--- config.mk ---
export PLATFORM = sky130hd
export DESIGN_NAME = bullet_ctrl
export DESIGN_NICKNAME = d
export VERILOG_FILES = /design/src/rtl/invaders_pkg.sv /design/src/rtl/tick_div.sv /design/src/rtl/bullet_ctrl.sv
export SDC_FILE = /design/constraint.sdc
export NUM_CORES = 1
export LEC_CHECK = 0
export BUFFER_PORTS_ARGS = -buffer_cell sky130_fd_sc_hd__buf_2
export CAP_MARGIN = 40
export CORE_MARGIN = 2
export CORE_UTILIZATION = 62
export DETAILED_ROUTE_END_ITERATION = 7
export GPL_TIMING_DRIVEN = 0
export PLACE_DENSITY = 0.83
export SLEW_MARGIN = 20
export SYNTH_ARGS = -nofsm -noshare
export SYNTH_HDL_FRONTEND = slang
export SYNTH_HIERARCHICAL = 1
export SYNTH_SLANG_ARGS = --single-unit
--- constraint.sdc ---
create_clock -name clk_36MHz -period 5.35 [get_ports clk_36MHz]
set_input_delay 0.8025 -clock clk_36MHz [delete_from_list [all_inputs] [get_ports clk_36MHz]]
set_output_delay 0.8025 -clock clk_36MHz [all_outputs]
set_load 0.05 [all_outputs]
--- src/rtl/invaders_pkg.sv ---
// Shared playfield geometry, coordinate widths and controller state encoding
// for the invaders game blocks.
package invaders_pkg;

  localparam int FIELD_COLS       = 20;
  localparam int FIELD_ROWS       = 16;
  localparam int X_W              = 5;
  localparam int Y_W              = 4;
  localparam int BULLET_SPAWN_ROW = 14;
  localparam int BULLET_PARK_ROW  = 15;

  localparam logic [X_W-1:0] X_MAX     = X_W'(FIELD_COLS - 1);
  localparam logic [Y_W-1:0] Y_SPAWN   = Y_W'(BULLET_SPAWN_ROW);
  localparam logic [Y_W-1:0] Y_PARK    = Y_W'(BULLET_PARK_ROW);

  typedef enum logic [1:0] {
    IDLE     = 2'd0,
    READY    = 2'd1,
    FLYING   = 2'd2,
    COOLDOWN = 2'd3
  } state_t;

  // Columns beyond the right edge of the field snap to the last column.
  function automatic logic [X_W-1:0] clamp_x(input logic [X_W-1:0] x);
    logic [X_W-1:0] r;
    if (x > X_MAX) begin
      r = X_MAX;
    end else begin
      r = x;
    end
    return r;
  endfunction

endpackage

--- src/rtl/tick_div.sv ---
// Movement tick divider: pulses tick once every MOVE_DIV cycles while clear
// is low; shared by bullet flight and invader march timing.
module tick_div #(
  parameter int MOVE_DIV = 1800000
) (
  input  logic clk_36MHz,
  input  logic reset,
  input  logic clear,
  output logic tick
);

  localparam int CNT_W = (MOVE_DIV > 1) ? $clog2(MOVE_DIV) : 1;
  localparam logic [CNT_W-1:0] CNT_MAX = CNT_W'(MOVE_DIV - 1);

  logic [CNT_W-1:0] cnt_r;

  // Free-running modulo-MOVE_DIV counter, held at zero while cleared.
  always_ff @(posedge clk_36MHz or negedge reset) begin
    if (!reset) begin
      cnt_r <= CNT_W'(0);
    end else if (clear || (cnt_r == CNT_MAX)) begin
      cnt_r <= CNT_W'(0);
    end else begin
      cnt_r <= cnt_r + CNT_W'(1);
    end
  end

  assign tick = ~clear & (cnt_r == CNT_MAX);

endmodule

--- src/rtl/bullet_ctrl.sv ---
// Player bullet controller: launches, moves and retires a single bullet.
// Define BULLET_COOLDOWN_EN to add a re-arm delay of COOLDOWN_TICKS ticks.
module bullet_ctrl
  import invaders_pkg::*;
#(
  parameter int MOVE_DIV = 1800000
`ifdef BULLET_COOLDOWN_EN
  , parameter int COOLDOWN_TICKS = 4
`endif
) (
  input  logic           clk_36MHz,
  input  logic           reset,
  input  logic           start,
  input  logic           fire,
  input  logic [X_W-1:0] player_x,
  input  logic           hit,
  output logic [X_W-1:0] bullet_x,
  output logic [Y_W-1:0] bullet_y,
  output logic           bullet_active,
  output logic           shot_fired
);

`ifdef BULLET_COOLDOWN_EN
  localparam int CD_W = (COOLDOWN_TICKS > 1) ? $clog2(COOLDOWN_TICKS) : 1;
  localparam logic [CD_W-1:0] CD_MAX = CD_W'(COOLDOWN_TICKS - 1);
  localparam state_t RETIRE_ST = COOLDOWN;
  logic [CD_W-1:0] cd_cnt_r;
`else
  localparam state_t RETIRE_ST = READY;
`endif

  state_t state_r;
  logic   fire_q_r;
  logic   launch_s;
  logic   tick_s;
  logic   div_clear_s;

  assign launch_s = fire & ~fire_q_r;

  // The divider only runs while a bullet or a cooldown needs timing.
  always_comb begin
    div_clear_s = 1'b1;
    if ((state_r == FLYING) || (state_r == COOLDOWN)) begin
      div_clear_s = 1'b0;
    end else begin
      div_clear_s = 1'b1;
    end
  end

  tick_div #(
    .MOVE_DIV (MOVE_DIV)
  ) u_tick_div (
    .clk_36MHz (clk_36MHz),
    .reset     (reset),
    .clear     (div_clear_s),
    .tick      (tick_s)
  );

  // Bullet state machine with registered coordinates and launch pulse.
  always_ff @(posedge clk_36MHz or negedge reset) begin
    if (!reset) begin
      state_r       <= IDLE;
      fire_q_r      <= 1'b0;
      bullet_x      <= X_W'(0);
      bullet_y      <= Y_PARK;
      bullet_active <= 1'b0;
      shot_fired    <= 1'b0;
`ifdef BULLET_COOLDOWN_EN
      cd_cnt_r      <= CD_W'(0);
`endif
    end else begin
      fire_q_r   <= fire;
      shot_fired <= 1'b0;
      if (!start) begin
        state_r       <= IDLE;
        bullet_x      <= X_W'(0);
        bullet_y      <= Y_PARK;
        bullet_active <= 1'b0;
      end else begin
        case (state_r)
          IDLE: begin
            state_r       <= READY;
            bullet_x      <= X_W'(0);
            bullet_y      <= Y_PARK;
            bullet_active <= 1'b0;
          end
          READY: begin
            if (launch_s) begin
              state_r       <= FLYING;
              bullet_x      <= clamp_x(player_x);
              bullet_y      <= Y_SPAWN;
              bullet_active <= 1'b1;
              shot_fired    <= 1'b1;
            end else begin
              state_r <= READY;
            end
          end
          FLYING: begin
            // A hit or a tick at the top row retires the bullet.
            if (hit || (tick_s && (bullet_y == Y_W'(0)))) begin
              state_r       <= RETIRE_ST;
              bullet_x      <= X_W'(0);
              bullet_y      <= Y_PARK;
              bullet_active <= 1'b0;
`ifdef BULLET_COOLDOWN_EN
              cd_cnt_r      <= CD_W'(0);
`endif
            end else if (tick_s) begin
              bullet_y <= bullet_y - Y_W'(1);
            end else begin
              state_r <= FLYING;
            end
          end
`ifdef BULLET_COOLDOWN_EN
          COOLDOWN: begin
            if (tick_s && (cd_cnt_r == CD_MAX)) begin
              state_r <= READY;
            end else if (tick_s) begin
              cd_cnt_r <= cd_cnt_r + CD_W'(1);
            end else begin
              state_r <= COOLDOWN;
            end
          end
`endif
          default: begin
            state_r       <= IDLE;
            bullet_x      <= X_W'(0);
            bullet_y      <= Y_PARK;
            bullet_active <= 1'b0;
          end
        endcase
      end
    end
  end

endmodule
# ---- Word-level counts from Yosys, hierarchy flattened
# Cells that the tools add are included.
# Widths: inputs -> output; s select.
dict set report word_totals {
  register_bits 35
  output_inout_bits 11
  elab_cells 53
}
dict set report op_classes {
  n_addsub 2
  n_lt_le_gt_ge 1
  eq_ne 8
  muxes 24
  bitwise_logic 3
  n_reduce_logical 8
}
# operator count
set op_table {}
lappend op_table {{$add 21x1->21 const B} 1}
lappend op_table {{$eq 21x21->1 const B} 1}
lappend op_table {{$mux 21} 1}
lappend op_table {{$mux 5} 4}
lappend op_table {{$mux 4} 4}
lappend op_table {{$pmux 5 s2} 1}
lappend op_table {{$mux 2} 4}
lappend op_table {{$ne 4x3->1 const B} 2}
lappend op_table {{$pmux 4 s2} 1}
lappend op_table {{$mux 1} 7}
lappend op_table {{$pmux 2 s3} 1}
lappend op_table {{$gt 5x5->1 const B} 1}
lappend op_table {{$eq 2x2->1 const B} 2}
lappend op_table {{$logic_not 4->1} 1}
lappend op_table {{$reduce_and 2->1} 2}
lappend op_table {{$sub 4x1->4 const B} 1}
lappend op_table {{$logic_or 1x1->1} 3}
lappend op_table {{$ne 3x2->1 const B} 1}
lappend op_table {{$ne 3x3->1 const B} 1}
lappend op_table {{$and 1x1->1} 2}
lappend op_table {{$eq 2x1->1 const B} 1}
lappend op_table {{$logic_not 2->1} 1}
lappend op_table {{$pmux 1 s2} 1}
lappend op_table {{$logic_and 1x1->1} 1}
lappend op_table {{$not 1->1} 1}

# ---- Longest topological paths before layout
dict set report depth {
  depth_word 8
  depth_mapped 9
  ltp_nobuf 8
}

# ---- Modules after synthesis
# Netlist, hierarchy kept.
# mod n_inst cells_per_inst area_each_um2 seq_area_each_um2
set modules_own_cells {}
lappend modules_own_cells {tick_div 1 113 1113.6 525.5}
lappend modules_own_cells {bullet_ctrl 1 91 878.3 355.3}

# ---- Worst setup path before layout
# Ideal clock, no wire load.
dict set report synth_timing {
  kind {reg2reg}
  from {register state_r[0]}
  to {register state_r[1]}
  setup_ps 81
  arrival_time_ps 2096
  t_required_ps 5269
  path_slack_ps 3173
  path_stages_with_launch 10
  n_path_buf 2
  period_less_slack_ps 2177
  cell_sequence {dfrtp_1 inv_1 ha_1 clkbuf_1 nor2_1 nor2_1 and4bb_1 buf_6 or4_1 o211ai_2}
}
dict set report synth_between {
  elab_chain_len 8
}
# item line_no
set synth_lines {}
lappend synth_lines {{start, declared} bullet_ctrl.sv:32} ;# state_t state_r;
lappend synth_lines {{start signal, assigned} bullet_ctrl.sv:62} ;# state_r <= IDLE;
lappend synth_lines {{start signal, assigned} bullet_ctrl.sv:75} ;# state_r <= IDLE;
lappend synth_lines {{start signal, assigned} bullet_ctrl.sv:82} ;# state_r <= READY;
lappend synth_lines {{$eq 2x2->1} bullet_ctrl.sv:43} ;# if ((state_r == FLYING) || (state_r == COOLDOWN)) begin
lappend synth_lines {{$logic_or 1x1->1 (*)} bullet_ctrl.sv:43}
lappend synth_lines {{$and 1x1->1 (*)} tick_div.sv:28} ;# assign tick = ~clear & (cnt_r == CNT_MAX);
lappend synth_lines {{via tick_s} bullet_ctrl.sv:35} ;# logic tick_s;
lappend synth_lines {{$logic_and 1x1->1} bullet_ctrl.sv:100} ;# if (hit || (tick_s && (bullet_y == Y_W'(0)))) begin
lappend synth_lines {{$logic_or 1x1->1} bullet_ctrl.sv:100}
lappend synth_lines {{$mux 2} bullet_ctrl.sv:100}
lappend synth_lines {{$pmux 2 s3} bullet_ctrl.sv:80} ;# case (state_r)
lappend synth_lines {{$mux 2} bullet_ctrl.sv:74} ;# if (!start) begin
# The timed path passes the listed nets; every way through them passes the cells marked *.
# A chain may end at the register's enable or synchronous reset.

# ---- Final worst setup path
dict set report layout_timing {
  from {register state_r[0]}
  to {register bullet_x[3]}
}
dict set report layout_between {
  elab_chain_len 7
}
# item line_no
set layout_lines {}
lappend layout_lines {{$eq 2x2->1} bullet_ctrl.sv:43}
lappend layout_lines {{$logic_or 1x1->1 (*)} bullet_ctrl.sv:43}
lappend layout_lines {{$and 1x1->1 (*)} tick_div.sv:28}
lappend layout_lines {{via tick_s} bullet_ctrl.sv:35}
lappend layout_lines {{$logic_and 1x1->1 (*)} bullet_ctrl.sv:100}
lappend layout_lines {{$logic_or 1x1->1 (*)} bullet_ctrl.sv:100}
lappend layout_lines {{$ne 3x2->1 (no line) (*)} -}
lappend layout_lines {{$reduce_and 2->1 (no line) (*)} -}
lappend layout_lines {{end signal, assigned} bullet_ctrl.sv:90} ;# bullet_x <= clamp_x(player_x);
lappend layout_lines {{end, declared} bullet_ctrl.sv:17} ;# output logic [X_W-1:0] bullet_x,
# Marked as above.

==> impl_metrics.csv <==
group,metric,value,unit
grt,antenna_found_initial,0,
yosys,ys_types,54,
timing,worstMarginPinSlew,763,ps
clocking,holdBufCountCts,0,
yosys,synth_edf_count,0,
clocking,cts-buffers-inserted,5,
timing,rsz0062_at_grt,"false",
critical_path,critPathLaunchType,"flop",
yosys,synth.avg_cell_area,9.76,um^2
timing,min_period_over_period,0.496,
yosys,syn_area,1990,um^2
timing,final-hold-violation-count,0,
timing,fin_skew,12.0,ps
worst_hold_path,hold_class,"reg2reg",
yosys,ys_warn_count,6,
run_status,status,"complete, no violations",
timing,maxSlewHeadroom,0.491,
yosys,synthTopCellsByArea,"dfrtp_1, dfstp_2, ha_1, xor2_1, nand2_1",
floorplanning,die_y,60.7,um
clocking,htree_num_levels,2,
layout,drive_above_1_share,0.211,
floorplanning,pin_count,21,
clocking,clock_latency,350,ps
floorplanning,die_area,3680,um^2
timing,finalMaxSlewViolations,0,
layout,fin_area,2230,um^2
critical_path,path_max_fanout,10,
floorplanning,start_util,0.652,
drt,drt-initial-drc-count,92,
timing,fin_tns_setup,0,ps
yosys,synth_most_common_cell,"dfrtp_1",
yosys,synth-seq-cells,35,
grt,grt.total_usage,0.258,
grt,grt_pass1_vias,1572,
grt,grt_max_degree,36,
power_and_ir_drop,ir_drop,0.238,mV
layout,fillers,243,
timing,setup_ws,2700,ps
timing,layout_min_cycle_time,2650,ps
power_and_ir_drop,p_leak,0.974,nW
place,place_hpwl,2.97,mm
timing,fmax,0.377,GHz
floorplanning,die_w,60.7,um
clocking,postCtsResizedCells,0,
place,post-place-ws,2780,ps
clocking,cts_max_path_buffers,2,
drt,firstDrtPassIters,4,
drt,wl_per_cell,14.8,um
place,portBuffers,20,
timing,setup_violations,0,
yosys,synth_async_sr_flop_share,1.00,
drt,drt-vias-per-instance,5.93,
power_and_ir_drop,powerDensity,245,nW/um^2
drt,antenna_left,0,
critical_path,cp.arrival,2900,ps
floorplanning,core,3050,um^2
yosys,synth_top_area_share,0.389,
timing,whs,500,ps
critical_path,cp.required,5590,ps
clocking,clock_sinks,35,
yosys,synth_ff_type,"dfrtp_1",
drt,drcViolationCount,0,
critical_path,cp-end-kind,"flop",
place,place.gp.congestion,0.825,
layout,fin_nets,249,
layout,area_delta_synth_final,12.1,%
clocking,cts_tree,"yes",
place,place_area,2150,um^2
floorplanning,rows,20,
clocking,clkTransAtPathRegs,110,ps
drt,drt-total-wl,4.07,mm
yosys,ys_seq_area_frac,0.442,
yosys,synth_nets,222,
run,cap_violations,0,
yosys,synth.largest_area_cell,"dfrtp_1",
drt,vias,1636,
yosys,ys_top_cells_by_count,"dfrtp_1, nand2_1, nor2_1",
layout,diodes,0,
yosys,synth_cells,204,
critical_path,critPathKind,"reg2reg",
clocking,post_cts_buffers,0,
grt,grt_pass1_wl,7.02,mm
clocking,cts-root-buf,"clkbuf_4",
grt,overflow,0,
cell families after synthesis:
family	Yosys count	synth area share
adder cells (fa/ha/maj)	8	0.0503
buffers and inverters	25	0.0653
XOR/XNOR	11	0.0484
flip-flops	35	0.442
AND/OR/NAND/NOR	85	0.253
AO/OA/AOI/OAI	40	0.141
state kept, by name, indices dropped and copies added (netlist names):
register,flops
state_r,2
bullet_active,1
u_tick_div/cnt_r,21
bullet_x,5
shot_fired,1
bullet_y,4
fire_q_r,1
report_power, final:
| group | switching (mW) | leakage, nW | internal, mW | total (mW) |
|---|---|---|---|---|
| sequential | 0.00655 | 0.470 | 0.274 | 0.281 |
| combinational | 0.0485 | 0.457 | 0.0205 | 0.0690 |
| clock | 0.0965 | 0.0458 | 0.101 | 0.197 |
| total | 0.152 | 0.974 | 0.395 | 0.547 |
layer usage:
layer | up-vias | wire length [um] | GRT usage | share of wire
met4 | 0 | 24 | 0.0745 | 0.0059
met2 | 51 | 1960 | 0.412 | 0.48
met5 | - | 0 | 0 | 0
met1 | 794 | 1850 | 0.347 | 0.45
met3 | 3 | 232 | 0.0725 | 0.057
li1 | 788 | - | - | -
final timing paths:
kind / startpoint / end / slack, ps / depth (start not counted)
worst max register to register: state_r[0]$_DFFE_PN0P_ / bullet_x[3]$_DFFE_PN0P_ / 2700 / 9
worst max-delay path: state_r[0]$_DFFE_PN0P_ / bullet_x[3]$_DFFE_PN0P_ / 2700 / 9
worst min register to register: u_tick_div/cnt_r[0]$_DFF_PN0_ / u_tick_div/cnt_r[0]$_DFF_PN0_ / 500 / 1
min in group asynchronous: reset / u_tick_div/cnt_r[19]$_DFF_PN0_ / 510 / 1
max in group asynchronous: reset / bullet_x[4]$_DFFE_PN0P_ / 4350 / 1
worst min-delay path: u_tick_div/cnt_r[0]$_DFF_PN0_ / u_tick_div/cnt_r[0]$_DFF_PN0_ / 500 / 1
cells in the final DEF (no fill, tap or decap), types with 3 or more instances in the layout:
cell / Yosys / final
or3_1: 5 / 5
o31ai_1: 5 / 5
nor2_1: 18 / 18
inv_1: 14 / 14
o22ai_1: 3 / 3
xnor2_1: 3 / 3
nand2_1: 18 / 18
ha_1: 8 / 8
a21oi_1: 9 / 9
buf_6: 4 / 4
dfrtp_1: 31 / 31
nand4_1: 6 / 6
buf_2: 1 / 21
o21ai_0: 6 / 6
dfstp_2: 4 / 4
or4_1: 5 / 5
clkbuf_4: 0 / 5
xor2_1: 8 / 8
nand3_1: 7 / 7
clkbuf_1: 4 / 4
nor4b_1: 3 / 3
and2_1: 3 / 3
layout make-up:
class,instances,area (um^2),share of cell area
inverters,14,52.6,0.0235
plain buffers,11,77.6,0.0348
well taps,44,55.1,0.0247
flip-flops and latches,35,881,0.395
multi-input cells,144,981,0.439
clock inverters,3,47.5,0.0213
repair buffers,20,100,0.0448
clock buffers,5,37.5,0.0168
stage by stage:
stage	util	instances	total power, mW
2_1_floorplan	-	204	0.332
3_3_place_gp	0.703	268	0.351
3_5_place_dp	0.703	268	0.355
4_1_cts	0.731	276	0.552
5_1_grt	0.731	276	0.575
6_report	0.731	276	0.547
critical path, cell delays in order (launching register included):
cell      delay [ps]
dfrtp_1          460
inv_1            110
ha_1             170
clkbuf_1         330
nor2_1           180
nor2_1           400
and4bb_1         270
buf_6            140
o21ai_1          190
o32ai_1          300
(Power assumes the default switching activity.)
